## config.mk

```make
export PLATFORM = sky130hd
export DESIGN_NAME = memcached_udp_parser
export DESIGN_NICKNAME = d
export VERILOG_FILES = /design/src/rtl/memcached_udp_parser_pkg.sv /design/src/rtl/memcached_udp_parser.sv
export SDC_FILE = /design/constraint.sdc
export NUM_CORES = 1
export LEC_CHECK = 0
export BUFFER_PORTS_ARGS = -buffer_cell sky130_fd_sc_hd__buf_2
export CORE_AREA = 2 2 332 334
export DETAILED_ROUTE_END_ITERATION = 7
export DIE_AREA = 0 0 334 336
export SLEW_MARGIN = 20
export SYNTH_ARGS = -nofsm -noshare
export SYNTH_HDL_FRONTEND = slang
export SYNTH_SLANG_ARGS = --single-unit
```

## constraint.sdc

```tcl
create_clock -name axi_aclk -period 2.3 [get_ports axi_aclk]
set_input_delay 0 -clock axi_aclk [delete_from_list [all_inputs] [get_ports axi_aclk]]
set_output_delay 0 -clock axi_aclk [all_outputs]
set_load 0.1 [all_outputs]
```

## src/rtl/memcached_udp_parser_pkg.sv

```systemverilog
// Shared definitions for the memcached UDP ingress parser: FSM states, opcodes,
// ASCII command constants, UDP port default and beat positions within a frame.
package memcached_udp_parser_pkg;

   typedef enum logic [2:0] {
      ST_IDLE  = 3'd0,
      ST_HDR   = 3'd1,
      ST_CMD   = 3'd2,
      ST_SIZE  = 3'd3,
      ST_VALUE = 3'd4,
      ST_SKIP  = 3'd5,
      ST_DRAIN = 3'd6,
      ST_EMIT  = 3'd7
   } state_t;

   localparam logic        OP_GET             = 1'b0;
   localparam logic        OP_SET             = 1'b1;
   localparam logic [23:0] ASCII_SET          = 24'h736574;
   localparam logic [23:0] ASCII_GET          = 24'h676574;
   localparam logic [7:0]  ASCII_SP           = 8'h20;
   localparam logic [15:0] C_UDP_PORT_DEFAULT = 16'h2BCB;

   localparam logic [4:0]  PORT_BEAT     = 5'd4;
   localparam logic [4:0]  HDR_LAST_BEAT = 5'd5;
   localparam logic [4:0]  CMD_BEAT      = 5'd6;
   localparam logic [4:0]  VALUE_BEAT0   = 5'd8;
   localparam logic [4:0]  BEAT_MAX      = 5'd31;

   // Command bytes 2..4 of the command beat, in wire order ("set" reads 's','e','t').
   function automatic logic [23:0] cmd_chars(input logic [63:0] d);
      return {d[23:16], d[31:24], d[39:32]};
   endfunction

endpackage

```

## src/rtl/memcached_udp_parser.sv

```systemverilog
// Ethernet/IPv4/UDP memcached ingress parser: filters UDP port, decodes "set"/"get",
// emits one command per good frame. Optional counters under `MEMCACHED_STATS_EN.
module memcached_udp_parser
   import memcached_udp_parser_pkg::*;
#(
   parameter int          C_S_AXIS_DATA_WIDTH  = 64,
   parameter int          C_S_AXIS_TUSER_WIDTH = 128,
   parameter logic [15:0] C_UDP_PORT           = C_UDP_PORT_DEFAULT,
   parameter int          C_VALUE_WORDS        = 8
) (
   input  logic                              axi_aclk,
   input  logic                              axi_resetn,
   input  logic [C_S_AXIS_DATA_WIDTH-1:0]    s_axis_tdata,
   input  logic [C_S_AXIS_DATA_WIDTH/8-1:0]  s_axis_tstrb,
   input  logic [C_S_AXIS_TUSER_WIDTH-1:0]   s_axis_tuser,
   input  logic                              s_axis_tvalid,
   output logic                              s_axis_tready,
   input  logic                              s_axis_tlast,
   output logic                              cmd_valid,
   input  logic                              cmd_ready,
   output logic                              cmd_op,
   output logic [7:0]                        cmd_key,
   output logic [64*C_VALUE_WORDS-1:0]       cmd_value,
   output logic [C_S_AXIS_TUSER_WIDTH-1:0]   cmd_tuser,
   output logic                              drop_pulse
`ifdef MEMCACHED_STATS_EN
   ,
   output logic [31:0]                       stat_set_cnt,
   output logic [31:0]                       stat_get_cnt,
   output logic [31:0]                       stat_drop_cnt
`endif
);

   localparam int         VW         = 64 * C_VALUE_WORDS;
   localparam logic [4:0] VALUE_LAST = 5'(VALUE_BEAT0 + 5'(C_VALUE_WORDS) - 5'd1);

   state_t     state_r;
   logic [4:0] beat_cnt_r;
   logic       ready_en_r;
   logic       beat_s;
   logic       port_ok_s;
   logic       delims_ok_s;
   logic       is_set_s;
   logic       is_get_s;
   logic       tstrb_unused_s;

   // Strobes carry no information the parser needs; frames are beat-granular.
   assign tstrb_unused_s = ^s_axis_tstrb;

   assign s_axis_tready = ready_en_r && (state_r != ST_EMIT);
   assign beat_s        = s_axis_tvalid && s_axis_tready;
   assign port_ok_s     = ({s_axis_tdata[39:32], s_axis_tdata[47:40]} == C_UDP_PORT);
   assign delims_ok_s   = (s_axis_tdata[47:40] == ASCII_SP) && (s_axis_tdata[63:56] == ASCII_SP);
   assign is_set_s      = delims_ok_s && (cmd_chars(s_axis_tdata) == ASCII_SET);
   assign is_get_s      = delims_ok_s && (cmd_chars(s_axis_tdata) == ASCII_GET);

   // Parser FSM, beat counter and registered command/drop outputs.
   always_ff @(posedge axi_aclk or negedge axi_resetn) begin
      if (!axi_resetn) begin
         state_r    <= ST_IDLE;
         beat_cnt_r <= 5'd0;
         ready_en_r <= 1'b0;
         cmd_valid  <= 1'b0;
         cmd_op     <= OP_GET;
         cmd_key    <= 8'h00;
         cmd_value  <= '0;
         cmd_tuser  <= '0;
         drop_pulse <= 1'b0;
      end else begin
         ready_en_r <= 1'b1;
         drop_pulse <= 1'b0;
         if (beat_s) begin
            if (s_axis_tlast)
               beat_cnt_r <= 5'd0;
            else if (beat_cnt_r != BEAT_MAX)
               beat_cnt_r <= beat_cnt_r + 5'd1;
         end
         case (state_r)
            ST_IDLE: if (beat_s) begin
               cmd_tuser <= s_axis_tuser;
               cmd_value <= '0;
               cmd_op    <= OP_GET;
               cmd_key   <= 8'h00;
               if (s_axis_tlast) drop_pulse <= 1'b1;
               else              state_r    <= ST_HDR;
            end
            ST_HDR: if (beat_s) begin
               if (s_axis_tlast) begin
                  drop_pulse <= 1'b1;
                  state_r    <= ST_IDLE;
               end else if (beat_cnt_r == PORT_BEAT && !port_ok_s)
                  state_r <= ST_DRAIN;
               else if (beat_cnt_r == HDR_LAST_BEAT)
                  state_r <= ST_CMD;
            end
            ST_CMD: if (beat_s) begin
               // A GET is complete at the command beat; a SET still needs its value.
               if (is_get_s) begin
                  cmd_op    <= OP_GET;
                  cmd_key   <= s_axis_tdata[55:48];
                  cmd_valid <= s_axis_tlast;
                  state_r   <= s_axis_tlast ? ST_EMIT : ST_SKIP;
               end else if (is_set_s && !s_axis_tlast) begin
                  cmd_op  <= OP_SET;
                  cmd_key <= s_axis_tdata[55:48];
                  state_r <= ST_SIZE;
               end else if (s_axis_tlast) begin
                  drop_pulse <= 1'b1;
                  state_r    <= ST_IDLE;
               end else
                  state_r <= ST_DRAIN;
            end
            ST_SIZE: if (beat_s) begin
               if (s_axis_tlast) begin
                  drop_pulse <= 1'b1;
                  state_r    <= ST_IDLE;
               end else
                  state_r <= ST_VALUE;
            end
            ST_VALUE: if (beat_s) begin
               cmd_value <= {s_axis_tdata, cmd_value[VW-1:64]};
               if (beat_cnt_r == VALUE_LAST) begin
                  cmd_valid <= s_axis_tlast;
                  state_r   <= s_axis_tlast ? ST_EMIT : ST_SKIP;
               end else if (s_axis_tlast) begin
                  drop_pulse <= 1'b1;
                  state_r    <= ST_IDLE;
               end
            end
            ST_SKIP: if (beat_s && s_axis_tlast) begin
               cmd_valid <= 1'b1;
               state_r   <= ST_EMIT;
            end
            ST_DRAIN: if (beat_s && s_axis_tlast) begin
               drop_pulse <= 1'b1;
               state_r    <= ST_IDLE;
            end
            ST_EMIT: if (cmd_ready) begin
               cmd_valid <= 1'b0;
               state_r   <= ST_IDLE;
            end
            default: begin
               cmd_valid <= 1'b0;
               state_r   <= ST_IDLE;
            end
         endcase
      end
   end

`ifdef MEMCACHED_STATS_EN
   // Free-running wrap-around event counters for SET/GET handshakes and drops.
   always_ff @(posedge axi_aclk or negedge axi_resetn) begin
      if (!axi_resetn) begin
         stat_set_cnt  <= 32'd0;
         stat_get_cnt  <= 32'd0;
         stat_drop_cnt <= 32'd0;
      end else begin
         if (cmd_valid && cmd_ready && cmd_op == OP_SET) stat_set_cnt <= stat_set_cnt + 32'd1;
         if (cmd_valid && cmd_ready && cmd_op == OP_GET) stat_get_cnt <= stat_get_cnt + 32'd1;
         if (drop_pulse) stat_drop_cnt <= stat_drop_cnt + 32'd1;
      end
   end
`endif

endmodule
```

==> results of run 1 <==
==> cell type report <==
type / instances / area, µm²
diodes: 8 / 20.0
clock buffers: 117 / 2260
clock inverters: 19 / 249
fillers: 11100 / 71500
inverters: 9 / 33.8
multi-input cells: 1781 / 8720
flip-flops and latches: 660 / 16500
well taps: 1414 / 1770
repair buffers: 1147 / 7350
==> timing repair <==
| action | CTS | global route |
|---|---|---|
| hold buffers | 197 | 0 |
| resized for setup | 0 | 6 |
| setup endpoints to repair | 0 | 3 |
| buffers inserted | 0 | 2 |
| hold endpoints to repair | 866 | 0 |
==> cell families after synthesis <==
kind of cell,Yosys count
buffers and inverters,201
XOR/XNOR,1
AO/OA/AOI/OAI,562
adder cells (fa/ha/maj),5
multiplexers,128
flip-flops,660
other,1
AND/OR/NAND/NOR,1084
==> registers in the layout (all words and copies together) (netlist names) <==
register / flops
beat_cnt_r: 5
cmd_value: 512
cmd_tuser: 128
cmd_op: 1
drop_pulse: 1
cmd_valid: 1
cmd_key: 8
ready_en_r: 1
state_r: 3
==> power breakdown <==
part	leakage [nW]	switching, W	internal [W]
clock network	1.22	0.00497	0.00724
logic	7.70	0.0213	0.00409
registers	8.90	0.00187	0.0138
total	17.8	0.0281	0.0251
==> per-stage QoR <==
stage               setup WS [ps]  power, W  instances  hold WS (ps)  cell area, µm²
finish                        120    0.0532       5155           135           36900
global route                 36.9    0.0553       5149           107           36900
CTS                          13.1    0.0536       5145          72.0           36900
detailed placement           -265    0.0409       4812          23.7           32400
global placement             -246    0.0407       4812          20.4           32400
floorplan                     133    0.0352       2642          -296           25900
==> layout by cell type (no fill, tap or decap), types with 8 or more instances in the layout <==
cell,n
a21oi_1,13
a32o_1,8
buf_12,27
buf_2,847
buf_4,75
clkbuf_1,23
clkbuf_16,78
clkbuf_8,16
dfrtp_1,659
diode_2,8
dlygate4sd3_1,196
mux2_2,128
nand2_1,1036
nor2_1,8
o21ai_0,519
==> worst min-delay path, delay by kind of cell <==
family | cells | cell delay, ps
buf+inv | 2 | 600
mux | 1 | 130
==> worst max-delay path by stage <==
stage            endpoint  cells past startpoint        startpoint  slack, ps
2_1_floorplan  state_r[1]                      9     beat_cnt_r[0]        130
3_3_place_gp   cmd_key[5]                      7  s_axis_tdata[44]       -250
3_5_place_dp   cmd_key[6]                      7  s_axis_tdata[44]       -260
4_1_cts        state_r[2]                     10     beat_cnt_r[1]         10
5_1_grt        state_r[2]                     10     beat_cnt_r[1]         40
6_report       state_r[0]                      9     beat_cnt_r[1]        120
==> layer usage <==
metal	routed length, µm	up-vias
met5	11	-
met4	4120	2
met3	6820	203
met2	43600	791
met1	43300	10700
li1	-	10800
==> summary.md, run 1 <==
| Metric | Value |
|---|---|
| Outcome | `finished, final reports clean` |
| Syn-to-layout area delta | `42.3%` |
| R2R cell count | `9` |
| Final min period | `2180 ps` |
| Skew final | `23.8 ps` |
| Starting density of the core | `0.239` |
| Clk sink count | `660` |
| Syn Nets | `2,852` |
| Hold Path Class | `input pin to flop` |
| Top-count cell post-synth | `nand2_1` |
| Post-synth EDFFs | `0` |
| R2R Setup Slk | `about 120 ps` |
| IO Count | `857` |
| Average size of a mapped cell | `9.82 µm²` |
| Startpoint types | `flop` |
| Endpoints failing setup | `0` |
| Crit-path cells | `ha_2 > and3_4 > ha_4 > nor2b_4 > o221ai_1 > a32oi_1 > o31ai_1 > buf_4 > o32a_1` |
| WL/cell | `19.0 µm` |
| Cell count after synthesis | `2,642` |
| RSZ-0062 raised after global routing | `false` |
| GR Util met3 | `0.0448` |
| Simple-gate share of the synthesized area | `0.163` |
| Clock tree buffer depth | `3` |
| Critical R2R Capture | `state_r[0]` |
| Clock root buffer | `clkbuf_16` |
| H-tree levels | `3` |
| Max Slew Vio Count | `0` |
| Largest family of logic cells by synthesized area | `simple AND/OR/NAND/NOR gates` |
| Critical path class | `flop to flop` |
| Hold_sp | `s_axis_tuser[114]` |
| Gpl congestion | `0.868` |
| Nets | `~3,900` |
| Hold path depth | `3` |
| Post-synthesis xor/xnor area fraction | `0.000338` |
| First-pass GRT wire length | `142,000 µm` |
| Worst Max-Slew Pin Slew | `600 ps` |
| CTS Buf Count | `slightly below 80` |
| Crit path arrival time | `2680 ps` |
| Flop and latch count out of synthesis | `660` |
| DIE WIDTH | `334 µm` |
| Detailed Routing Iterations Pass 1 | `7` |
| DP Wirelength | `73,000 µm` |
| Max Cap Viol | `0` |
| DRT antenna net count | `0` |
| Busiest metal layer after global routing | `met2` |
| PwrDens | `between 1000 and 1500 nW/µm²` |
| Synth Warn # | `0` |
| Sum Neg Setup Slack | `0 ps` |
| Detailed-route wire length | `roughly 98,000 µm` |
| Synthesized area | `25,900 µm²` |
| Compound-Gate Fraction of Synth Area | `0.113` |
| Die height | `336 µm` |
| Count of input and output buffers | `848` |
| GRT met2 Usage | `0.251` |
| Dominant cell type by area after synthesis | `dfrtp_1` |
| Register area share after synthesis | `0.637` |
| Share of cells above drive strength 1 | `0.323` |
| Die ar. | `approximately 110,000 µm²` |
| Grt ovf | `0` |
| Initial antenna violation count | `10` |
| Clk Latency, worst-skew pair | `630 ps` |
| Most area-consuming cells after synthesis | `dfrtp_1, nand2_1, o21ai_0, mux2_2, clkbuf_1` |
| Total Routing Usage GR | `0.167` |
| Most instantiated cells after synthesis | `nand2_1, dfrtp_1, o21ai_0, clkbuf_1, mux2_2` |
| Max FO, Critical Path | `4` |
| WP buf/inv | `1` |
| Total number of vias | `22,500` |
| Synth top area share | `0.637` |
| Util after Layout | `0.341` |
| Hold EP | `cmd_tuser[114]` |
| Remaining DRCs | `0` |
| Adder-cell area share of the yosys netlist | `0.00241` |
| Reg-to-Reg Start | `beat_cnt_r[1]` |
| Slew Limit Headroom | `0.603` |
| Unique masters post-synth | `51` |
| CTS tree | `built` |
| Mux share of post-synthesis cell area | `0.0556` |
| CP required | `2800 ps` |
| Critical Path Max Stage Delay | `390 ps` |
| Number of DRC markers in iteration 0 | `1,615` |
| Maximum VDD drop | `about 1.6 mV` |
| Slowest CP cell | `dfrtp_1` |
| Max Clock Freq | `459 MHz` |
| Rows | `121` |
| Via density | `4.36` |
| Final Hold Fails | `0` |
| Largest net degree at the start of global routing | `91` |
| Asr flop ratio synth | `1.00` |
| CORE AREA | `108,000 µm²` |
| Lkg Pwr | `between 15 and 20 nW` |
| Vias in the first global route | `21,600` |
| Worst-path clk slew | `60 ps` |
| Synth Flop Type | `dfrtp_1` |
| Cell family contributing the most delay on the critical path | `compound AO/OA/AOI/OAI gates` |
| Final period utilization | `0.948` |
| GR Layer Usage met1 | `0.227` |
| CP Capture Type | `flop` |
No activity file was read; power rests on OpenSTA's default activity.
==> run 2: changes to the inputs <==
--- a/config.mk
+++ b/config.mk
@@ -9,6 +9,7 @@
 export CORE_AREA = 2 2 332 334
 export DETAILED_ROUTE_END_ITERATION = 7
 export DIE_AREA = 0 0 334 336
+export HOLD_SLACK_MARGIN = 0.1
 export SLEW_MARGIN = 20
 export SYNTH_ARGS = -nofsm -noshare
 export SYNTH_HDL_FRONTEND = slang
==> constraint.sdc (replaced) <==
create_clock -name axi_aclk -period 2.3 [get_ports axi_aclk]
set_input_delay 0 -clock axi_aclk [delete_from_list [all_inputs] [get_ports axi_aclk]]
set_output_delay 0 -clock axi_aclk [all_outputs]
set_load 0.01 [all_outputs]
==> run 2 against run 1 <==
- final cell count grew 0.95%
- clock skew grew 1.4 ps
- critical path depth is the same
- die area is the same
- critical path type unchanged
- combinational power shrank 58%
- first-iteration DRC count shrank 3.2%
- global-route usage grew 0.26 points
- clock power is essentially flat
- setup slack lost 14 ps
- wire length grew 1.7%
- utilization grew 0.45 points
==> summary.md, run 2 (same netlist as run 1, synthesis figures left out) <==
| Metric | Value |
|---|---|
| Nets | `3,934 (was 3,886)` |
| Clock root buffer | `clkbuf_16 (unchanged)` |
| Max reg flops | `512 (unchanged)` |
| Total Routing Usage GR | `0.170 (was 0.167)` |
| Switch Pwr | `0.0134 W (was 0.0281 W)` |
| Endpoints failing setup | `0 (unchanged)` |
| R2R Setup Slk | `110 ps (was 120 ps)` |
| Fillers | `11,000 (was 11,100)` |
| Clk pwr share | `0.317 (was 0.229)` |
| Skew final | `25.3 ps (was 23.8 ps)` |
| Rows | `121 (unchanged)` |
| Fin Hold WS | `151 ps (was 135 ps)` |
| Top reg by flops | `cmd_value (unchanged)` |
| R2R cell count | `9 (unchanged)` |
| DRT antenna net count | `0 (unchanged)` |
| Detailed-route wire length | `99,400 µm (was 97,800 µm)` |
| H-tree levels | `3 (unchanged)` |
| Max Cap Viol | `0 (unchanged)` |
| Lkg Pwr | `18.0 nW (was 17.8 nW)` |
| Crit path arrival time | `2690 ps (was 2680 ps)` |
| Reg-to-Reg Start | `beat_cnt_r[1] (unchanged)` |
| Sequential share of power | `0.408 (was 0.295)` |
| Share of cells above drive strength 1 | `0.319 (was 0.323)` |
| Die height | `336 µm (unchanged)` |
| Max FO, Critical Path | `4 (unchanged)` |
| Slew Limit Headroom | `0.655 (was 0.603)` |
| Total number of vias | `22,700 (was 22,500)` |
| Sw Share | `0.347 (was 0.528)` |
| Max Clock Freq | `456 MHz (was 459 MHz)` |
| Startpoint types | `flop (unchanged)` |
| Max Slew Vio Count | `0 (unchanged)` |
| Starting density of the core | `0.239 (unchanged)` |
| Most common cell after layout, fill and taps aside | `nand2_1 (unchanged)` |
| Maximum VDD drop | `0.895 mV (was 1.57 mV)` |
| Detailed Routing Iterations Pass 1 | `5 (was 7)` |
| Sum Neg Setup Slack | `0 ps (unchanged)` |
| Comb pwr share | `0.275 (was 0.476)` |
| Largest net degree at the start of global routing | `91 (unchanged)` |
| Die ar. | `112,000 µm² (unchanged)` |
| Outcome | `finished, final reports clean (unchanged)` |
| Total power | `0.0386 W (was 0.0532 W)` |
| CTS tree | `built (unchanged)` |
| RSZ-0062 raised after global routing | `false (unchanged)` |
| Initial antenna violation count | `13 (was 10)` |
| IO Count | `857 (unchanged)` |
| Worst Max-Slew Pin Slew | `518 ps (was 600 ps)` |
| Final period utilization | `0.954 (was 0.948)` |
| CTS Buf Count | `77 (unchanged)` |
| Final min period | `2190 ps (was 2180 ps)` |
| Grt ovf | `0 (unchanged)` |
| Vias in the first global route | `21,900 (was 21,600)` |
| Count of input and output buffers | `848 (unchanged)` |
| Worst-path clk slew | `60 ps (about the same)` |
| Final Hold Fails | `0 (unchanged)` |
| CP startpoint | `beat_cnt_r[1] (unchanged)` |
| CP Capture Type | `flop (unchanged)` |
| Clock tree buffer depth | `3 (unchanged)` |
| Critical R2R Capture | `state_r[0] (unchanged)` |
| Hold_sp | `s_axis_tuser[51] (was s_axis_tuser[114])` |
| Hold path depth | `3 (unchanged)` |
| CORE AREA | `108,000 µm² (unchanged)` |
| Most frequent cells in the layout | `nand2_1, buf_2, dfrtp_1, o21ai_0, dlygate4sd3_1 (unchanged)` |
| DP Wirelength | `73,000 µm (unchanged)` |
| Cell Int Power | `0.0252 W (was 0.0251 W)` |
| Critical path class | `flop to flop (unchanged)` |
| Via density | `4.36 (about the same)` |
| Hold Path Class | `input pin to flop (unchanged)` |
| First-pass GRT wire length | `144,000 µm (was 142,000 µm)` |
| Remaining DRCs | `0 (unchanged)` |
| Clk sink count | `660 (unchanged)` |
| DIE WIDTH | `334 µm (unchanged)` |
| PwrDens | `1030 nW/µm² (was 1440 nW/µm²)` |
| Syn-to-layout area delta | `44.2% (was 42.3%)` |
| Hold EP | `cmd_tuser[51] (was cmd_tuser[114])` |
| Number of DRC markers in iteration 0 | `1,563 (was 1,615)` |
| Clk Latency, worst-skew pair | `630 ps (about the same)` |
| Largest regs | `cmd_value x512, cmd_tuser x128, cmd_key x8 (unchanged)` |
| Gpl congestion | `0.868 (unchanged)` |
| CP required | `2800 ps (about the same)` |
| WL/cell | `19.1 µm (was 19.0 µm)` |
==> run 2: cell type report <==
cell class                      count  area [µm²]  area share
Antenna cell                        9        22.5    0.000602
Clock buffer                      117        2260      0.0604
Clock inverter                     19         249     0.00666
Inverter                            9        33.8    0.000903
Multi-Input combinational cell   1781        8720       0.233
Sequential cell                   660       16500       0.442
Tap cell                         1414        1770      0.0473
Timing Repair Buffer             1195        7830       0.209
==> run 2: worst max path at each step <==
stage,endpoint,slack (ps),depth (start not counted)
2_1_floorplan,state_r[1],130,9
3_3_place_gp,cmd_key[5],-250,7
3_5_place_dp,cmd_key[6],-260,7
4_1_cts,state_r[2],10,10
5_1_grt,state_r[2],40,10
6_report,state_r[0],110,9
==> run 2: critical path, stage by stage (launching register included) <==
cell,delay [ps]
dfrtp_1,390
ha_2,210
and3_4,210
ha_4,140
nor2b_4,140
o221ai_1,120
a32oi_1,240
o31ai_1,150
buf_4,160
o32a_1,320
==> run 2: layer usage <==
metal,track usage,vias up,share of wire
met4,0.0728,6,0.042
met3,0.0460,219,0.071
met2,0.258,775,0.45
met1,0.228,10800,0.44
met5,0,-,0.00031
li1,-,10900,-
==> run 2: through the flow <==
stage	setup slack [ps]	cell area [µm²]	utilization	instances
3_3_place_gp	-246	32400	0.299	4812
6_report	107	37400	0.345	5204
3_5_place_dp	-265	32400	0.299	4812
2_1_floorplan	133	25900	-	2642
5_1_grt	36.9	37400	0.345	5198
4_1_cts	13.1	37300	0.344	5193
==> run 2: power groups by stage <==
stage,logic (W),registers [W],clock network [W]
after CTS,0.0106,0.0156,0.0125
after floorplan,0.00432,0.0163,0
after global routing,0.0116,0.0160,0.0130
after detailed placement,0.0102,0.0158,0
final,0.0106,0.0157,0.0122
after global placement,0.0101,0.0157,0
==> run 2: timing repair <==
item,CTS,global route
endpoints found under the hold margin,873,0
setup buffers,0,2
gates resized for setup,0,6
hold buffers,245,0
endpoints found under the setup margin,0,3
==> run 3: changes to the inputs <==
--- a/config.mk
+++ b/config.mk
@@ -10,7 +10,6 @@
 export DETAILED_ROUTE_END_ITERATION = 7
 export DIE_AREA = 0 0 334 336
 export HOLD_SLACK_MARGIN = 0.1
-export SLEW_MARGIN = 20
 export SYNTH_ARGS = -nofsm -noshare
 export SYNTH_HDL_FRONTEND = slang
 export SYNTH_SLANG_ARGS = --single-unit
==> constraint.sdc (replaced) <==
create_clock -name axi_aclk -period 2.3 [get_ports axi_aclk]
set_input_delay 0.46 -clock axi_aclk [delete_from_list [all_inputs] [get_ports axi_aclk]]
set_output_delay 0.46 -clock axi_aclk [all_outputs]
set_load 0.01 [all_outputs]
==> run 3 against run 2 <==
- wire length increased by 0.12%
- fmax is essentially flat
- sequential cell count unchanged
- final cell count is 0.85% lower
- worst hold slack worse by 3.2 ps
- clock skew is 24 ps higher
- sequential share of layout area rose by 0.23 points
- power up 1.4%
- first-iteration DRC count decreased by 9.0%
- clock power rose by 6%
- combinational power about the same
- critical endpoint is now s_axis_tready
- largest cell class unchanged
==> summary.md, run 3 (same netlist as run 1, synthesis figures left out) <==
| Metric | Value |
|---|---|
| Vias in the first global route | `21,600 (was 21,900)` |
| DP Wirelength | `74,400 µm (was 73,000 µm)` |
| WL/cell | `19.3 µm (was 19.1 µm)` |
| Hold Path Class | `input pin to flop (unchanged)` |
| Critical path class | `flop to output port (was flop to flop)` |
| Total power | `0.0391 W (was 0.0386 W)` |
| Clock tree buffer depth | `3 (unchanged)` |
| Final Hold Fails | `0 (unchanged)` |
| Share of cells above drive strength 1 | `0.334 (was 0.319)` |
| Largest regs | `cmd_value x512, cmd_tuser x128, cmd_key x8 (unchanged)` |
| Sum Neg Setup Slack | `0 ps (unchanged)` |
| Sw Share | `0.349 (was 0.347)` |
| Most common cell after layout, fill and taps aside | `nand2_1 (unchanged)` |
| Max FO, Critical Path | `11 (was 4)` |
| DIE WIDTH | `334 µm (unchanged)` |
| Worst-path clk slew | `60 ps (about the same)` |
| Total number of vias | `22,300 (was 22,700)` |
| Max reg flops | `512 (unchanged)` |
| Reg-to-Reg Start | `beat_cnt_r[1] (unchanged)` |
| Rows | `121 (unchanged)` |
| Die ar. | `112,000 µm² (unchanged)` |
| Starting density of the core | `0.239 (unchanged)` |
| CTS Buf Count | `77 (unchanged)` |
| Nets | `3,894 (was 3,934)` |
| Worst Max-Slew Pin Slew | `660 ps (was 518 ps)` |
| Cell Int Power | `0.0255 W (was 0.0252 W)` |
| Fillers | `11,100 (was 11,000)` |
| Fin worst setup slack | `107 ps (about the same)` |
| Skew final | `49.1 ps (was 25.3 ps)` |
| DP Worst Slack | `-576 ps (was -265 ps)` |
| Count of input and output buffers | `848 (unchanged)` |
| CP startpoint | `state_r[2] (was beat_cnt_r[1])` |
| Switch Pwr | `0.0136 W (was 0.0134 W)` |
| Detailed-route wire length | `99,600 µm (was 99,400 µm)` |
| Max Cap Viol | `0 (unchanged)` |
| Comb pwr share | `0.269 (was 0.275)` |
| CTS tree | `built (unchanged)` |
| CP required | `1840 ps (was 2800 ps)` |
| Number of DRC markers in iteration 0 | `1,423 (was 1,563)` |
| Detailed Routing Iterations Pass 1 | `5 (unchanged)` |
| Top reg by flops | `cmd_value (unchanged)` |
| Via density | `4.32 (was 4.36)` |
| H-tree levels | `3 (unchanged)` |
| Clk sink count | `660 (unchanged)` |
| Die height | `336 µm (unchanged)` |
| Grt ovf | `0 (unchanged)` |
| RSZ-0062 raised after global routing | `true (was false)` |
| Clock root buffer | `clkbuf_16 (unchanged)` |
| Final min period | `2190 ps (about the same)` |
| Initial antenna violation count | `11 (was 13)` |
| Clk Latency, worst-skew pair | `650 ps (was 630 ps)` |
| Maximum VDD drop | `0.724 mV (was 0.895 mV)` |
| Slew Limit Headroom | `0.560 (was 0.655)` |
| Largest net degree at the start of global routing | `153 (was 91)` |
| Endpoints failing setup | `0 (unchanged)` |
| Crit path arrival time | `1730 ps (was 2690 ps)` |
| Syn-to-layout area delta | `43.4% (was 44.2%)` |
| Hold_sp | `s_axis_tdata[17] (was s_axis_tuser[51])` |
| Gpl congestion | `0.831 (was 0.868)` |
| Outcome | `finished, final reports clean (unchanged)` |
| Final period utilization | `0.954 (about the same)` |
| PwrDens | `1050 nW/µm² (was 1030 nW/µm²)` |
| Sequential share of power | `0.400 (was 0.408)` |
| Lkg Pwr | `18.0 nW (about the same)` |
| Most frequent cells in the layout | `nand2_1, buf_2, dfrtp_1, o21ai_0, dlygate4sd3_1 (unchanged)` |
| Max Clock Freq | `456 MHz (about the same)` |
| Remaining DRCs | `0 (unchanged)` |
| Clk pwr share | `0.331 (was 0.317)` |
| Startpoint types | `flop (unchanged)` |
| First-pass GRT wire length | `144,000 µm (about the same)` |
| Max Slew Vio Count | `0 (unchanged)` |
| IO Count | `857 (unchanged)` |
| Total Routing Usage GR | `0.171 (was 0.170)` |
| DRT antenna net count | `0 (unchanged)` |
| CP Capture Type | `output port (was flop)` |
| CORE AREA | `108,000 µm² (unchanged)` |
==> run 3: cell types whose count changed in the layout (fill, tap and decap cells not counted), sizes merged <==
cell and delta:
bufinv +2, clkinvlp -1, clkbuf -8, dlygate4sd3 -66, buf +26, inv +6
diode -7, clkinv +4
==> run 3: through the flow <==
step                cell area [µm²]   util  instances  hold WS [ps]
floorplan                     26000      -       2642           164
global placement              32700  0.301       4838           430
detailed placement            32700  0.301       4838           422
CTS                           37200  0.343       5156           109
global route                  37200  0.343       5158           145
finish                        37200  0.343       5160           148
==> run 3: final timing paths <==
kind                                  end  slack, ps  cells after the start
setup / recovery            s_axis_tready        110                      3
hold / removal             cmd_value[465]        150                      3
setup reg to reg               state_r[1]        130                     10
hold reg to reg             cmd_value[26]        470                      2
max in group asynchronous   cmd_value[34]        990                      3
min in group asynchronous  cmd_value[286]        350                      2
==> run 3: worst max-delay path, cell delays in order, from the launching register on <==
cell and delay [ps]:
dfrtp_4 570, and3_1 240, nor2b_1 150, buf_2 160
==> run 3: power groups by stage <==
stage / clock network (W) / registers, W / logic (W)
finish: 0.0129 / 0.0157 / 0.0105
global route: 0.0138 / 0.0159 / 0.0114
CTS: 0.0133 / 0.0156 / 0.0105
detailed placement: 0 / 0.0158 / 0.0102
global placement: 0 / 0.0157 / 0.0102
floorplan: 0 / 0.0163 / 0.00433
==> run 3: metal layers <==
metal  up-vias  GRT usage  wire length [µm]
li1      10800          -                 -
met1     10600      0.236             45100
met2       711      0.256             44600
met3       191     0.0437              6290
met4         4     0.0627              3510
met5         -          0                23
==> run 3: timing repair <==
action | 4_1_cts | 5_1_grt
resized for setup | 3 | 6
buffers inserted | 1 | 2
hold buffers | 178 | 0
endpoints found under the setup margin | 2 | 6
endpoints found under the hold margin | 229 | 0
pin swaps | 1 | 2
==> run 3: cell type report <==
type                       count  area, µm²  share of cell area
sequential                   660      16500               0.444
multi-input combinational   1781       8760               0.235
timing repair buffer        1155       7440               0.200
clock buffer                 109       2240              0.0601
tap                         1414       1770              0.0475
clock inverter                30        449              0.0121
inverter                       9       33.8            0.000908
antenna                        2       5.00            0.000134
